--- src/rtl/if_id_skid_stage.sv ---
// IF/ID pipeline stage with valid/ready handshake, a 2-entry skid buffer,
// synchronous flush-to-NOP and a saturating stall-cycle counter.
module if_id_skid_stage #(
  parameter int                 PC_W      = 32,
  parameter int                 INSTR_W   = 32,
  parameter logic [INSTR_W-1:0] NOP_INSTR = '0,
  parameter int                 CNT_W     = 16
) (
  input  logic               clk_i,
  input  logic               rst_i,
  input  logic               valid_i,
  output logic               ready_o,
  input  logic [PC_W-1:0]    pc4_i,
  input  logic [INSTR_W-1:0] instr_i,
  input  logic               flush_i,
  output logic               valid_o,
  input  logic               ready_i,
  output logic [PC_W-1:0]    pc4_o,
  output logic [INSTR_W-1:0] instr_o,
  output logic [CNT_W-1:0]   stall_cnt_o
);

  typedef enum logic [1:0] {EMPTY, FULL, SKID} state_t;

  localparam logic [CNT_W-1:0] CNT_MAX = '1;

  state_t               state_q, state_d;
  logic [PC_W-1:0]      main_pc_q, main_pc_d, skid_pc_q, skid_pc_d;
  logic [INSTR_W-1:0]   main_instr_q, main_instr_d, skid_instr_q, skid_instr_d;
  logic                 main_ld, skid_ld;
  logic [CNT_W-1:0]     cnt_q;
  logic                 in_fire, out_fire;

  assign in_fire  = valid_i & ready_o;
  assign out_fire = valid_o & ready_i;

  // NOTE: sequential state uses non-blocking assignments so every register
  // samples pre-edge values regardless of process evaluation order.
  always_ff @(posedge clk_i or posedge rst_i) begin
    if (rst_i) state_q <= EMPTY;
    else       state_q <= state_d;
  end

  // NOTE: every signal gets a default at the top of the block, so no path can
  // leave one unassigned and infer a latch.
  always_comb begin
    state_d      = state_q;
    main_ld      = 1'b0;
    main_pc_d    = '0;
    main_instr_d = NOP_INSTR;
    skid_ld      = 1'b0;
    skid_pc_d    = '0;
    skid_instr_d = NOP_INSTR;
    if (flush_i) begin
      // Flush kills everything held and any same-cycle accept.
      state_d = EMPTY;
      main_ld = 1'b1;
      skid_ld = 1'b1;
    end else begin
      unique case (state_q)
        EMPTY: if (in_fire) begin
          state_d      = FULL;
          main_ld      = 1'b1;
          main_pc_d    = pc4_i;
          main_instr_d = instr_i;
        end
        FULL: begin
          if (in_fire && out_fire) begin
            main_ld      = 1'b1;
            main_pc_d    = pc4_i;
            main_instr_d = instr_i;
          end else if (in_fire) begin
            state_d      = SKID;
            skid_ld      = 1'b1;
            skid_pc_d    = pc4_i;
            skid_instr_d = instr_i;
          end else if (out_fire) begin
            state_d = EMPTY;
            main_ld = 1'b1;
          end
        end
        SKID: if (ready_i) begin
          state_d      = FULL;
          main_ld      = 1'b1;
          main_pc_d    = skid_pc_q;
          main_instr_d = skid_instr_q;
        end
        default: state_d = EMPTY;
      endcase
    end
  end

  always_comb begin
    ready_o = (state_q != SKID);
    valid_o = (state_q != EMPTY);
    pc4_o   = main_pc_q;
    instr_o = main_instr_q;
  end

  // NOTE: the data registers are reset too, because the outputs are driven
  // straight from the main register and must read 0/NOP while in reset.
  always_ff @(posedge clk_i or posedge rst_i) begin
    if (rst_i) begin
      main_pc_q    <= '0;
      main_instr_q <= NOP_INSTR;
      skid_pc_q    <= '0;
      skid_instr_q <= NOP_INSTR;
    end else begin
      if (main_ld) begin
        main_pc_q    <= main_pc_d;
        main_instr_q <= main_instr_d;
      end
      if (skid_ld) begin
        skid_pc_q    <= skid_pc_d;
        skid_instr_q <= skid_instr_d;
      end
    end
  end

  always_ff @(posedge clk_i or posedge rst_i) begin
    if (rst_i)
      cnt_q <= '0;
    else if (valid_o && !ready_i && !flush_i && cnt_q != CNT_MAX)
      cnt_q <= cnt_q + CNT_W'(1);
  end

  assign stall_cnt_o = cnt_q;

endmodule
--- config.mk ---
export PLATFORM = sky130hd
export DESIGN_NAME = if_id_skid_stage
export DESIGN_NICKNAME = d
export VERILOG_FILES = /design/src/rtl/if_id_skid_stage.sv
export SDC_FILE = /design/constraint.sdc
export NUM_CORES = 1
export LEC_CHECK = 0
export BUFFER_PORTS_ARGS = -buffer_cell sky130_fd_sc_hd__buf_2
export CAP_MARGIN = 10
export CORE_MARGIN = 3
export CORE_UTILIZATION = 57
export DETAILED_ROUTE_END_ITERATION = 8
export PLACE_DENSITY_LB_ADDON = 0.25
export REMOVE_ABC_BUFFERS = 1
export SLEW_MARGIN = 40
export SYNTH_ARGS = -nofsm -noshare
export SYNTH_HDL_FRONTEND = slang
export SYNTH_SLANG_ARGS = --single-unit
--- constraint.sdc ---
create_clock -name clk_i -period 7.6 [get_ports clk_i]
set_clock_uncertainty 0.05 [all_clocks]
set_input_delay 1.52 -clock clk_i [delete_from_list [all_inputs] [get_ports clk_i]]
set_output_delay 1.52 -clock clk_i [all_outputs]
set_load 0.02 [all_outputs]
==> run_results.csv <==
group,metric,value,unit
synthesis,synth-seq-cells,146,
cts,numCtsBuffers,17,
die,num_rows,37,
setup_path,end_kind,"primary output",
die,ioPinCount,151,
cts,ctsResizeCount,0,
cts,clockBufferDepth,2,
die,core_area,0.0104,mm2
setup_path,crit_fanout,5,
cts,cts_tree,"yes",
routing,vias,4903,
hold_path,hold_end,"pc4_o[16]$_DFFE_PP0P_",
synthesis,synth_top_family_by_area,"compound AO/OA/AOI/OAI gates",
final_layout,drive_above_1_share,0.299,
flow_run,maxCapViolations,0,
cts,clockRootBuffer,"clkbuf_8",
routing,via_per_inst,6.04,
place,dp.cells,779,
synthesis,netlist_instances,529,
setup_path,start_kind,"flip-flop",
sta,tightestPinTransition,0.787,ns
cts,post_cts_buffers,0,
power,power_density,263,mW/mm2
synthesis,synthMuxAreaShare,0.0153,
sta,hold_viol_final,0,
final_layout,area_growth,22.9,%
synthesis,synth_compound_area_frac,0.224,
power,ir_drop,0.000146,V
final_layout,final_common_cell,"buf_2",
global_route,grt_pass1_vias,4833,
setup_path,r2r-start,"state_q[1]$_DFFE_PP0P_",
synthesis,synthTopCellsByArea,"dfrtp_1 60%, a22o_1 8.3%, a22oi_1 8.0%, o21ai_1 4.9%, nand2_1 4.4%",
die,initial_core_util,0.590,
place,port_buffers,150,
cts,clk_latency,0.52,ns
cts,h-tree-depth,4,
setup_path,ff2ff_path_depth,6,
sta,period_minus_slack,3.13,ns
routing,postRouteAntennaNets,0,
setup_path,critical_path_class,"flip-flop to primary output",
synthesis,synth_cell_types,38,
sta,max_freq,0.320,GHz
setup_path,crit_required,6.03,ns
global_route,grt_max_degree,86,
final_layout,finalNonFillerCells,812,
die,dieHeight,110,um
place,finalWeightedCongestion,0.860,
hold_path,whs_path_depth,2,
place,dp_hpwl,9070,um
synthesis,synth_top_area_cell,"dfrtp_1",
setup_path,cp.arrival,1.56,ns
die,die_area,0.0120,mm2
routing,drc,0,
global_route,antenna_found_initial,2,
sta,rsz0062_at_grt,"false",
sta,fin_crit_sh,0.412,
setup_path,r2r-end,"pc4_o[28]$_DFFE_PP0P_",
synthesis,synth_flop_cell,"dfrtp_1",
power,finalPower,1980,uW
status,outcome,"finished clean",
synthesis,synthArstFlopShare,1.00,
global_route,grtUsageTotal,0.259,
sta,maxSlewViolCount,0,
synthesis,yosys.area.top_type_share,0.597,
sta,slew_headroom,0.476,
synthesis,synth_xor_area_frac,0.0215,
hold_path,hold_class,"flip-flop to flip-flop",
global_route,grt.overflow.total,0,
synthesis,synth-simple-area-share,0.0926,
final_layout,final_cell_mix,"150 x buf_2, 146 x dfrtp_1, 71 x nand2_1",
setup_path,reg2reg_slack,5.22,ns
sta,setup_viol,0,
synthesis,synth.avg_cell_area,11.6,um2
hold_path,hold_path.startpoint,"pc4_o[16]$_DFFE_PP0P_",
synthesis,synth_edf_count,0,
global_route,grt_pass1_wl,24200,um
synthesis,syn-cell-area,0.00612,mm2
synthesis,ys_seq_area_frac,0.597,
power,p_leak,0.00376,uW
synthesis,ys.warnings.count,0,
routing,wl_per_cell,18.6,um
cts,clk_pin_slew,0.06,ns
die,die_w,110,um
final_layout,final_nets,732,
routing,first_pass_iters,5,
routing,first_iter_violations,383,
routing,wl,15100,um
synthesis,yosys.area_share.adder,0.00204,
sta,finalSetupTns,0,ns
cts,cts_num_sinks,146,
cts,holdBufCountCts,0,
cell families (layout without fill, tap and decap cells):
family          after synthesis  count (layout)
mux                           9               9
xor+xnor                     15              15
flops                       146             146
compound gates              192             192
simple gates                118             118
fa+ha+maj                     1               1
other cells                   0               1
buf+inv                      48             194
final cells by class:
cell class,count,area [um2]
Timing Repair Buffer,157,810
Clock inverter,10,203
Fill cell,767,2850
Multi-Input combinational cell,335,2190
Inverter,5,23.8
Tap cell,136,170
Antenna cell,1,2.50
Clock buffer,22,463
Sequential cell,146,3650
worst max-delay path by stage:
stage	from	to	slack, ns
final	state_q[1]$_DFFE_PP0P_	valid_o	4.47
after global routing	state_q[1]$_DFFE_PP0P_	valid_o	4.43
after CTS	state_q[1]$_DFFE_PP0P_	valid_o	4.46
after detailed placement	valid_i	pc4_o[0]$_DFFE_PP0P_	4.19
after global placement	valid_i	pc4_o[16]$_DFFE_PP0P_	4.09
after floorplan	ready_i	instr_o[0]$_DFFE_PP0P_	2.03
cell usage after synthesis (5+ instances only):
cell	number
nor2_1	12
dfrtp_1	146
xor2_1	14
o21ai_0	5
buf_2	21
nor3_1	5
a22o_1	58
clkbuf_1	10
a22oi_1	65
mux2i_1	6
nor4_1	7
o21ai_1	60
nand2_1	71
nand4_1	6
buf_6	11
state kept, by name, indices dropped and copies added (netlist names):
| name | flops |
|---|---|
| skid_instr_q | 32 |
| instr_o | 32 |
| skid_pc_q | 32 |
| pc4_o | 32 |
| stall_cnt_o | 16 |
| state_q | 2 |
where the power goes:
part | total, uW | switching [uW] | internal, uW
Combinational | 207 | 139 | 68.3
Sequential | 843 | 29.7 | 813
Clock | 931 | 307 | 624
metrics by stage:
step	instance area [um2]	utilization	worst slack, ns	hold slack [ns]
after CTS	7510	0.725	4.46	0.433
after global routing	7520	0.725	4.43	0.452
final	7520	0.725	4.47	0.427
after floorplan	5840	-	2.03	0.424
after global placement	6830	0.659	4.09	0.408
after detailed placement	6850	0.660	4.19	0.420
per-layer routing:
metal / vias to the layer above / routed length, um / part of all wire / global-route usage
met5: - / 7 / 0.00046 / 0
met4: 2 / 214 / 0.014 / 0.102
met3: 19 / 1050 / 0.070 / 0.0605
met2: 203 / 7180 / 0.48 / 0.398
met1: 2465 / 6640 / 0.44 / 0.359
li1: 2214 / - / - / -
critical path, stage by stage, from the launching register on:
cell,delay (ns)
dfrtp_1,0.45
nor2_1,0.32
inv_2,0.10
buf_2,0.17
Power figures use the tool's default switching activity.
